**config.mk**
```make
export PLATFORM = sky130hd
export DESIGN_NAME = crypt_seq_ctrl
export DESIGN_NICKNAME = d
export VERILOG_FILES = /design/src/rtl/crypt_pkg.sv /design/src/rtl/lfsr8.sv /design/src/rtl/crypt_seq_ctrl.sv
export SDC_FILE = /design/constraint.sdc
export NUM_CORES = 1
export LEC_CHECK = 0
export ABC_AREA = 0
export CAP_MARGIN = 20
export CORE_MARGIN = 5
export CORE_UTILIZATION = 52
export DETAILED_ROUTE_END_ITERATION = 10
export PLACE_DENSITY = 0.86
export SETUP_SLACK_MARGIN = 0.1
export SLEW_MARGIN = 5
export SYNTH_ARGS = -nofsm -noshare
export SYNTH_HDL_FRONTEND = slang
export SYNTH_SLANG_ARGS = --single-unit
```
**constraint.sdc**
```tcl
create_clock -name clk -period 2.4 [get_ports clk]
set_input_delay 0.24 -clock clk [delete_from_list [all_inputs] [get_ports clk]]
set_output_delay 0.24 -clock clk [all_outputs]
set_load 0.03 [all_outputs]
```
**src/rtl/crypt_pkg.sv**
```systemverilog
// Shared types, frame geometry and LFSR step for the stream-cipher sequencer.
package crypt_pkg;

  localparam int unsigned MSG_LEN   = 41;
  localparam int unsigned FRAME_LEN = 64;
  localparam logic [7:0]  CFG_BASE  = 8'd41;
  localparam logic [7:0]  OUT_BASE  = 8'd64;
  localparam logic [7:0]  PAD_CHAR  = 8'h20;

  typedef enum logic [2:0] {
    IDLE,
    WAIT_GNT,
    CFG,
    STEP_PAD,
    STEP_RD,
    STEP_WR,
    DONE
  } state_t;

  function automatic logic [7:0] lfsr_next(input logic [7:0] s, input logic [7:0] taps);
    return {s[6:0], ^(s & taps)};
  endfunction

  // Frame byte idx carries a message byte; 9-bit difference so nothing wraps.
  function automatic logic in_msg(input logic [7:0] idx, input logic [7:0] pre_len);
    logic [8:0] rel;
    rel = {1'b0, idx} - {1'b0, pre_len};
    return (idx >= pre_len) && (rel < 9'(MSG_LEN));
  endfunction

endpackage

```
**src/rtl/lfsr8.sv**
```systemverilog
// 8-bit Fibonacci-style LFSR with synchronous load and advance.
module lfsr8
  import crypt_pkg::*;
(
  input  logic       clk,
  input  logic       init_n,
  input  logic       load,
  input  logic [7:0] seed,
  input  logic       advance,
  input  logic [7:0] taps,
  output logic [7:0] value
);

  // NOTE: state registers use non-blocking assignment so every flop samples pre-edge values.
  always_ff @(posedge clk or negedge init_n) begin
    if (!init_n) begin
      value <= 8'h00;
    end else if (load) begin
      value <= seed;
    end else if (advance) begin
      value <= lfsr_next(value, taps);
    end
  end

endmodule

```
**src/rtl/crypt_seq_ctrl.sv**
```systemverilog
// Sequencer: fetches cipher config from data memory, then XORs the 64-byte
// padded frame with the rolling LFSR state and writes the result back.
module crypt_seq_ctrl
  import crypt_pkg::*;
(
  input  logic       clk,
  input  logic       init_n,
  input  logic       start,
  input  logic       mode,
  output logic       mem_req,
  input  logic       mem_gnt,
  output logic [7:0] mem_addr,
  output logic       mem_rd_en,
  input  logic [7:0] mem_rdata,
  output logic       mem_wr_en,
  output logic [7:0] mem_wdata,
  output logic       busy,
  output logic       done,
  output logic       cfg_err
);

  state_t      state_q, state_d, step_next;
  logic        mode_q;
  logic        cfg_err_q;
  logic [5:0]  idx_q;
  logic [7:0]  pre_len_q;
  logic [7:0]  taps_q;
  logic [1:0]  cfg_cnt_q;
  logic [1:0]  cfg_tag_q;
  logic        rd_q;
  logic [7:0]  rd_hold_q;
  logic [7:0]  lfsr;

  logic        accept, cfg_issue, lfsr_load, lfsr_adv, idx_clr, idx_adv;
  logic [7:0]  idx8, out_addr, msg_addr, rd_data;
  logic        last_idx;

  lfsr8 u_lfsr (
    .clk     (clk),
    .init_n  (init_n),
    .load    (lfsr_load),
    .seed    (mem_rdata),
    .advance (lfsr_adv),
    .taps    (taps_q),
    .value   (lfsr)
  );

  assign idx8     = {2'b00, idx_q};
  assign out_addr = OUT_BASE + idx8;
  assign msg_addr = idx8 - pre_len_q;
  assign last_idx = (idx_q == 6'(FRAME_LEN - 1));
  // Read data is live the cycle after the strobe, otherwise held across a grant gap.
  assign rd_data  = rd_q ? mem_rdata : rd_hold_q;

  assign step_next = last_idx ? DONE
                   : (in_msg(idx8 + 8'd1, pre_len_q) ? STEP_RD : STEP_PAD);

  // NOTE: every signal assigned in this block gets a default first, so no latch is inferred.
  always_comb begin
    state_d   = state_q;
    mem_rd_en = 1'b0;
    mem_wr_en = 1'b0;
    mem_addr  = 8'h00;
    mem_wdata = 8'h00;
    accept    = 1'b0;
    cfg_issue = 1'b0;
    lfsr_load = 1'b0;
    lfsr_adv  = 1'b0;
    idx_clr   = 1'b0;
    idx_adv   = 1'b0;

    case (state_q)
      IDLE, DONE: begin
        if (start) begin
          accept  = 1'b1;
          state_d = WAIT_GNT;
        end
      end
      WAIT_GNT: begin
        if (mem_gnt) state_d = CFG;
      end
      CFG: begin
        if (mem_gnt && cfg_cnt_q != 2'd3) begin
          mem_rd_en = 1'b1;
          mem_addr  = CFG_BASE + {6'd0, cfg_cnt_q};
          cfg_issue = 1'b1;
        end
        // Seed arriving closes config; pre_len is already registered by now.
        if (rd_q && cfg_tag_q == 2'd2) begin
          lfsr_load = 1'b1;
          idx_clr   = 1'b1;
          state_d   = in_msg(8'd0, pre_len_q) ? STEP_RD : STEP_PAD;
        end
      end
      STEP_PAD: begin
        if (mem_gnt) begin
          if (!mode_q) begin
            mem_wr_en = 1'b1;
            mem_addr  = out_addr;
            mem_wdata = PAD_CHAR ^ lfsr;
          end
          lfsr_adv = 1'b1;
          idx_adv  = !last_idx;
          state_d  = step_next;
        end
      end
      STEP_RD: begin
        if (mem_gnt) begin
          mem_rd_en = 1'b1;
          mem_addr  = mode_q ? out_addr : msg_addr;
          state_d   = STEP_WR;
        end
      end
      STEP_WR: begin
        if (mem_gnt) begin
          mem_wr_en = 1'b1;
          mem_addr  = mode_q ? msg_addr : out_addr;
          mem_wdata = rd_data ^ lfsr;
          lfsr_adv  = 1'b1;
          idx_adv   = !last_idx;
          state_d   = step_next;
        end
      end
      default: state_d = IDLE;
    endcase
  end

  always_ff @(posedge clk or negedge init_n) begin
    if (!init_n) begin
      state_q   <= IDLE;
      mode_q    <= 1'b0;
      cfg_err_q <= 1'b0;
      idx_q     <= 6'd0;
      pre_len_q <= 8'h00;
      taps_q    <= 8'h00;
      cfg_cnt_q <= 2'd0;
      cfg_tag_q <= 2'd0;
      rd_q      <= 1'b0;
      rd_hold_q <= 8'h00;
    end else begin
      state_q <= state_d;
      rd_q    <= mem_rd_en;
      if (accept) begin
        mode_q    <= mode;
        cfg_err_q <= 1'b0;
        cfg_cnt_q <= 2'd0;
      end
      if (cfg_issue) begin
        cfg_cnt_q <= cfg_cnt_q + 2'd1;
        cfg_tag_q <= cfg_cnt_q;
      end
      if (rd_q) rd_hold_q <= mem_rdata;
      if (rd_q && state_q == CFG) begin
        case (cfg_tag_q)
          2'd0:    pre_len_q <= mem_rdata;
          2'd1:    taps_q    <= mem_rdata;
          2'd2:    cfg_err_q <= (mem_rdata == 8'h00);
          default: ;
        endcase
      end
      if (idx_clr)      idx_q <= 6'd0;
      else if (idx_adv) idx_q <= idx_q + 6'd1;
    end
  end

  assign busy    = (state_q != IDLE) && (state_q != DONE);
  assign mem_req = busy;
  assign done    = (state_q == DONE);
  assign cfg_err = cfg_err_q;

endmodule

```
==> run summary, run 1 <==
Period utilization -> 1.12
Netlist cell types -> 62
FMAX -> 373 MHz
Nets@finish -> 465
Pwr/cell area -> 1440 nW/um^2
Initial Util -> 0.528
Synthesis warning total -> 0
Iter 0 DRT Violations -> 246
Post-synth top flop -> dfrtp_1
Setup ws final -> -0.284 ns
Initial antenna violation count -> 0
# clock sinks -> 48
Leakage -> 1.93 nW
Final Non-Filler Cells -> 512
Final setup TNS -> -1.30 ns
CP startpoint kind -> register
Area contributors post-synth -> dfrtp_1 36%, mux2_2 7.2%, ha_1 6.1%
Clock Latency Late Sink -> 0.30 ns
Crit Path Max Fanout -> 2
1st-pass router iterations -> 4
Post-DP HPWL -> 6.84 mm
Overall die height -> 89.6 um
Final ANT Viol Nets -> 0
Count leader, synth -> dfrtp_1
Syn Inst Count -> 359
Post-synthesis mux area share -> 0.101
Critical Path RT -> 2.16 ns
Unrepaired setup endpoints after global routing -> true
Die ar. -> 8030 um^2
I/O Pins -> 35
Post-synth EDFFs -> 0
Worst Reg-to-Reg Cells -> 9
Pin count of the biggest net entering global routing -> 26
Core Rows -> 29
CTS clk-pin slew, worst paths -> 0.09 ns
Worst-margin pin slew -> 0.557 ns
CTS Buf Count -> 5
Setup crit start -> idx_q[0]
DR WL/cell -> 18.9 um
Data arrival, critical path -> 2.44 ns
HP Class -> primary input to asynchronous set/reset pin
Post-Route WL -> 9.70 mm
Post-Synth Simple-Gate Area -> 0.205
Placed insts -> 493
CTS max path bufs -> 2
Origin of the critical flop-to-flop path -> idx_q[0]
H-tree depth -> 2
Final worst path period need -> 2.68 ns
Clk root buf -> clkbuf_8
Largest family of logic cells by synthesized area -> simple AND/OR/NAND/NOR gates
Run status -> finished, violations left
Mapped Area -> 3290 um^2
Seq/Total Area, Yosys -> 0.365
Seq cells post-synth -> 48
Core area -> 6240 um^2
Post-synthesis adder-cell area fraction -> 0.0729
MaxCap Viol Count -> 0
Slew Limit Fails -> 0
Synth Area in Compound Gates -> 0.168
Clock Skew -> 0.00988 ns
Layout cell share with drive strength beyond 1 -> 0.349
CTS tree -> built
Most frequent cells after synthesis -> 48 x dfrtp_1, 40 x nand2_1, 27 x nor2_1, 25 x o21ai_0, 21 x mux2_2
# setup viols final -> 7
VDD IR max -> 1170 uV
CP Class -> register to output pin
Critical Path Sink Type -> output pin
XOR/XNOR Fraction of Synth Area -> 0.0505
Slew margin rel. -> 0.628
Leading area contributor after synthesis -> dfrtp_1
P&R area growth vs syn -> 33.4%
Vias in the first global route -> 3,145
Post-synth net total -> 390
Gr usage total -> 0.245
Via count -> 3,116
Via/cell ratio -> 6.09
Async S/R FF share, synth -> 1.00
Failing checks -> setup timing
Share of the synthesized area in the top cell type -> 0.365
Global-route wire length before repair -> 15.2 mm
Avg Synthesized Cell Area -> 9.18 um^2
DRC violations left -> 0
Final Hold Violating Endpoints -> 0
# diodes -> 0
Port Buffers -> 34
Die X-Extent -> 89.6 um
GP Congestion -> 0.901
GRT overflow -> 0
[sequential cells by signal (all words and copies together) (netlist names)]
name / cells
rd_hold_q: 8
u_lfsr.value: 8
rd_q: 1
state_q: 3
idx_q: 6
pre_len_q: 8
cfg_tag_q: 2
cfg_cnt_q: 2
taps_q: 8
mode_q: 1
cfg_err: 1
[final cells by class]
class                           count  area, um^2
Multi-Input combinational cell    281        2270
Fill cell                         453        1850
Sequential cell                    48        1210
Timing Repair Buffer               81         667
Tap cell                           77        96.3
Clock buffer                        6        82.6
Inverter                           17        66.3
Clock inverter                      2        10.0
[final timing paths]
kind                           endpoint  slack [ns]
max reg2reg                  state_q[2]       -0.25
min reg2reg                rd_hold_q[5]        0.51
max                         mem_addr[6]       -0.28
min                                rd_q        0.46
max in group asynchronous     taps_q[3]        1.25
min in group clk           rd_hold_q[5]        0.51
[through the flow]
step                      hold slack, ns   util  worst slack (ns)  area, um^2  power (mW)
final                              0.460  0.704            -0.284        4400        6.33
after CTS                          0.471  0.657            -0.279        4100        5.58
after global placement             0.256  0.628            -0.108        3920        4.74
after global routing               0.504  0.704            -0.372        4400        6.74
after floorplan                  -0.0556      -           -0.0584        3330        3.71
after detailed placement           0.257  0.628            -0.166        3920        4.89
[power by group]
group,internal (mW),switching (mW)
Sequential,1.17,0.320
Clock,0.230,0.270
Combinational,2.12,2.23
Total,3.52,2.82
[what timing repair did]
action / in CTS / in global routing
pin swaps: 10 / 30
setup endpoints to repair: 16 / 19
hold buffers: 1 / 0
setup buffers: 5 / 7
hold endpoints to repair: 23 / 0
resized for setup: 14 / 43
[cell usage in the layout (no fill, tap or decap), types with 9 or more instances in the layout]
master / n
nand3_1: 13
nor2_1: 27
dfrtp_1: 44
clkdlybuf4s50_1: 13
ha_1: 9
mux2_2: 21
o21ai_0: 22
inv_1: 11
nand2_1: 40
a21oi_1: 11
buf_4: 59
[metal layers]
| metal | track usage | vias to the layer above | routed length (um) |
|---|---|---|---|
| met3 | 0.0292 | 32 | 557 |
| met1 | 0.319 | 1525 | 3840 |
| met5 | 0 | - | 0 |
| met4 | 0.0974 | 0 | 314 |
| met2 | 0.414 | 119 | 4990 |
| li1 | - | 1440 | - |
[critical path, stage by stage, from the launching register on]
cell      delay, ns
dfrtp_2        0.43
buf_6          0.13
inv_4          0.05
ha_4           0.14
inv_2          0.04
fa_2           0.36
a21o_1         0.18
a21oi_2        0.15
o21bai_1       0.09
a21oi_1        0.16
xnor2_1        0.19
o21bai_2       0.10
buf_6          0.14
[logic make-up after synthesis]
logic type | count (synthesis)
AOI/OAI and AO/OA | 79
xor gates and xnor gates | 19
adders and majority gates | 18
buffers and inverters | 30
DFF | 48
muxes | 30
and+or+nand+nor | 135
No activity file was read; power rests on OpenSTA's default activity.
==> run 2, diff against run 1 <==
--- a/config.mk
+++ b/config.mk
@@ -5,7 +5,6 @@
 export SDC_FILE = /design/constraint.sdc
 export NUM_CORES = 1
 export LEC_CHECK = 0
-export ABC_AREA = 0
 export CAP_MARGIN = 20
 export CORE_MARGIN = 5
 export CORE_UTILIZATION = 52
==> results of run 2 <==
Final layout, timing and power as in run 1 (identical DEF).
==> run 3, diff against run 2 <==
==> constraint.sdc (replaced) <==
create_clock -name clk -period 2.3 [get_ports clk]
set_input_delay 0.23 -clock clk [delete_from_list [all_inputs] [get_ports clk]]
set_output_delay 0.23 -clock clk [all_outputs]
set_load 0.03 [all_outputs]
==> run 3 against run 2 <==
Net effect:
- design area increased by 1.8%
- clock-buffer cell count increased by 1
- the flow still finishes with violations (setup timing)
- sequential power increased by 4%
- first-iteration DRC count increased by 15%
- largest cell class unchanged
- clock power decreased by 2%
- final cell count increased by 2.1%
- core utilization increased by 1.3 points
- total power increased by 3.5%
- combinational power increased by 4%
- non-clock buffer count increased by 10
- hold slack got worse by 0.048 ns
==> run summary, run 3 (synthesized netlist as in run 1, its figures left out) <==
GRT overflow -> 0 (unchanged)
Commonest non-fill, non-tap cell in the layout -> buf_4 (unchanged)
DR WL/cell -> 19.1 um (was 18.9 um)
Final setup TNS -> -2.15 ns (was -1.30 ns)
Data arrival, critical path -> 2.45 ns (was 2.44 ns)
1st-pass router iterations -> 6 (was 4)
Reg2Reg Setup Slack -> -0.35 ns (was -0.25 ns)
Gr usage total -> 0.244 (was 0.245)
VDD IR max -> 938 uV (was 1170 uV)
P&R area growth vs syn -> 35.8% (was 33.4%)
CP startpoint kind -> register (unchanged)
Core Rows -> 29 (unchanged)
Unrepaired setup endpoints after global routing -> true (unchanged)
Clk root buf -> clkbuf_8 (unchanged)
CTS clk-pin slew, worst paths -> 0.09 ns (about the same)
Slew Limit Fails -> 0 (unchanged)
Worst Reg-to-Reg Cells -> 12 (was 9)
Setup ws final -> -0.381 ns (was -0.284 ns)
Initial antenna violation count -> 0 (unchanged)
Final worst path period need -> 2.68 ns
Critical Path RT -> 2.07 ns (was 2.16 ns)
Clock Skew -> 0.00744 ns (was 0.00988 ns)
Post-Route WL -> 9.97 mm (was 9.70 mm)
H-tree depth -> 2 (unchanged)
Failing checks -> setup timing (unchanged)
# clock sinks -> 48 (unchanged)
# diodes -> 0 (unchanged)
Global-route wire length before repair -> 15.3 mm (was 15.2 mm)
Leakage -> 1.97 nW (was 1.93 nW)
Die X-Extent -> 89.6 um (unchanged)
Clock Latency Late Sink -> 0.30 ns (about the same)
M1 GR Usage -> 0.313 (was 0.319)
CTS Buf Count -> 5 (unchanged)
CTS max path bufs -> 2 (unchanged)
Gr busiest metal -> met2 (unchanged)
CTS tree -> built (unchanged)
Hold depth -> 3
Nets@finish -> 476 (was 465)
Slew margin rel. -> 0.713 (was 0.628)
Final ANT Viol Nets -> 0 (unchanged)
Port Buffers -> 34 (unchanged)
Placed insts -> 500 (was 493)
Final total power -> 6.55 mW (was 6.33 mW)
Setup WS pre-CTS -> -0.250 ns (was -0.166 ns)
Register area -> 1210 um^2 (about the same)
Grt met3 use -> 0.0374 (was 0.0292)
# setup viols final -> 8 (was 7)
GP Congestion -> 0.973 (was 0.901)
HP Class -> primary input to register (was primary input to asynchronous set/reset pin)
Reg2reg end -> state_q[0] (was state_q[2])
Vias in the first global route -> 3,229 (was 3,145)
DRC violations left -> 0 (unchanged)
I/O Pins -> 35 (unchanged)
Hold Path Origin -> mem_gnt
Via/cell ratio -> 6.29 (was 6.09)
Worst-margin pin slew -> 0.430 ns (was 0.557 ns)
Run status -> finished, violations left (unchanged)
Initial Util -> 0.528 (unchanged)
CP Class -> register to output pin (unchanged)
FMAX -> 373 MHz
Critical Path Sink Type -> output pin (unchanged)
Iter 0 DRT Violations -> 284 (was 246)
Via count -> 3,288 (was 3,116)
Overall die height -> 89.6 um (unchanged)
Pin count of the biggest net entering global routing -> 29 (was 26)
Routing usage on met2 -> 0.420 (was 0.414)
Pwr/cell area -> 1460 nW/um^2 (was 1440 nW/um^2)
Final Non-Filler Cells -> 523 (was 512)
Commonest cells after routing, fill and taps aside -> 66 x buf_4, 43 x dfrtp_1, 39 x nand2_1 (was 59 x buf_4, 44 x dfrtp_1, 40 x nand2_1)
Die ar. -> 8030 um^2 (unchanged)
Period utilization -> 1.17
Crit Path Max Fanout -> 2 (unchanged)
Post-DP HPWL -> 6.78 mm (was 6.84 mm)
Hold EP -> rd_q
Fill cells -> 446 (was 453)
Layout cell share with drive strength beyond 1 -> 0.354 (was 0.349)
Final Hold Violating Endpoints -> 0 (unchanged)
MaxCap Viol Count -> 0 (unchanged)
Multi-input gate area -> 2250 um^2 (was 2270 um^2)
Origin of the critical flop-to-flop path -> idx_q[0] (unchanged)
Core area -> 6240 um^2 (unchanged)
-- run 3: cell count changes in the layout (fill, tap and decap cells not counted), sizes merged --
cell,delta
clkbuf,+1
dlymetal6s2s,+1
nand3,+1
buf,+10
clkinv,-1
clkdlybuf4s50,-1
-- run 3: what timing repair did --
item	in CTS	in global routing
setup buffers	6	8
resized for setup	21	36
pin swaps	12	23
endpoints found under the hold margin	48	0
cloned	0	1
setup endpoints to repair	20	20
hold buffers	1	0
-- run 3: stage by stage --
| step | hold slack [ns] | util | area [um^2] |
|---|---|---|---|
| 4_1_cts | 0.429 | 0.671 | 4190 |
| 3_5_place_dp | 0.221 | 0.637 | 3980 |
| 6_report | 0.412 | 0.717 | 4470 |
| 5_1_grt | 0.411 | 0.717 | 4470 |
| 3_3_place_gp | 0.221 | 0.637 | 3980 |
| 2_1_floorplan | -0.0656 | - | 3330 |
-- run 3: how the worst max path moves through the flow --
stage | end | slack [ns] | start | cells past startpoint
final | mem_addr[6] | -0.38 | idx_q[0] | 12
after global routing | mem_addr[6] | -0.43 | idx_q[0] | 12
after CTS | mem_addr[6] | -0.35 | idx_q[0] | 12
after detailed placement | state_q[1] | -0.25 | idx_q[0] | 9
after global placement | state_q[0] | -0.19 | idx_q[0] | 9
after floorplan | state_q[0] | -0.16 | idx_q[1] | 9
-- run 3: final cells by class --
class / instances / share of cell area
multi-input combinational: 282 / 0.504
sequential: 48 / 0.270
timing repair buffer: 91 / 0.172
tap: 77 / 0.0215
clock buffer: 7 / 0.0171
inverter: 17 / 0.0148
clock inverter: 1 / 0.00112
-- run 3: power breakdown --
group	internal (mW)	switching, mW
registers	1.22	0.335
logic	2.21	2.30
clock network	0.214	0.275
total	3.64	2.91
-- run 3: metal layers --
metal,vias up,wire length [um],share of wire
met2,157,5010,0.50
met1,1630,3950,0.40
li1,1466,-,-
met4,0,369,0.037
met3,35,642,0.064
met5,-,0,0
-- run 3: critical path: stages, from the launching register on --
cell and delay [ns]:
dfrtp_2 0.42, buf_6 0.13, inv_4 0.05, ha_4 0.13, inv_2 0.04, fa_2 0.33, a21o_1 0.19, a21oi_2 0.17
o21bai_1 0.08, a21oi_1 0.16, xnor2_1 0.20, o21bai_2 0.12, buf_6 0.14
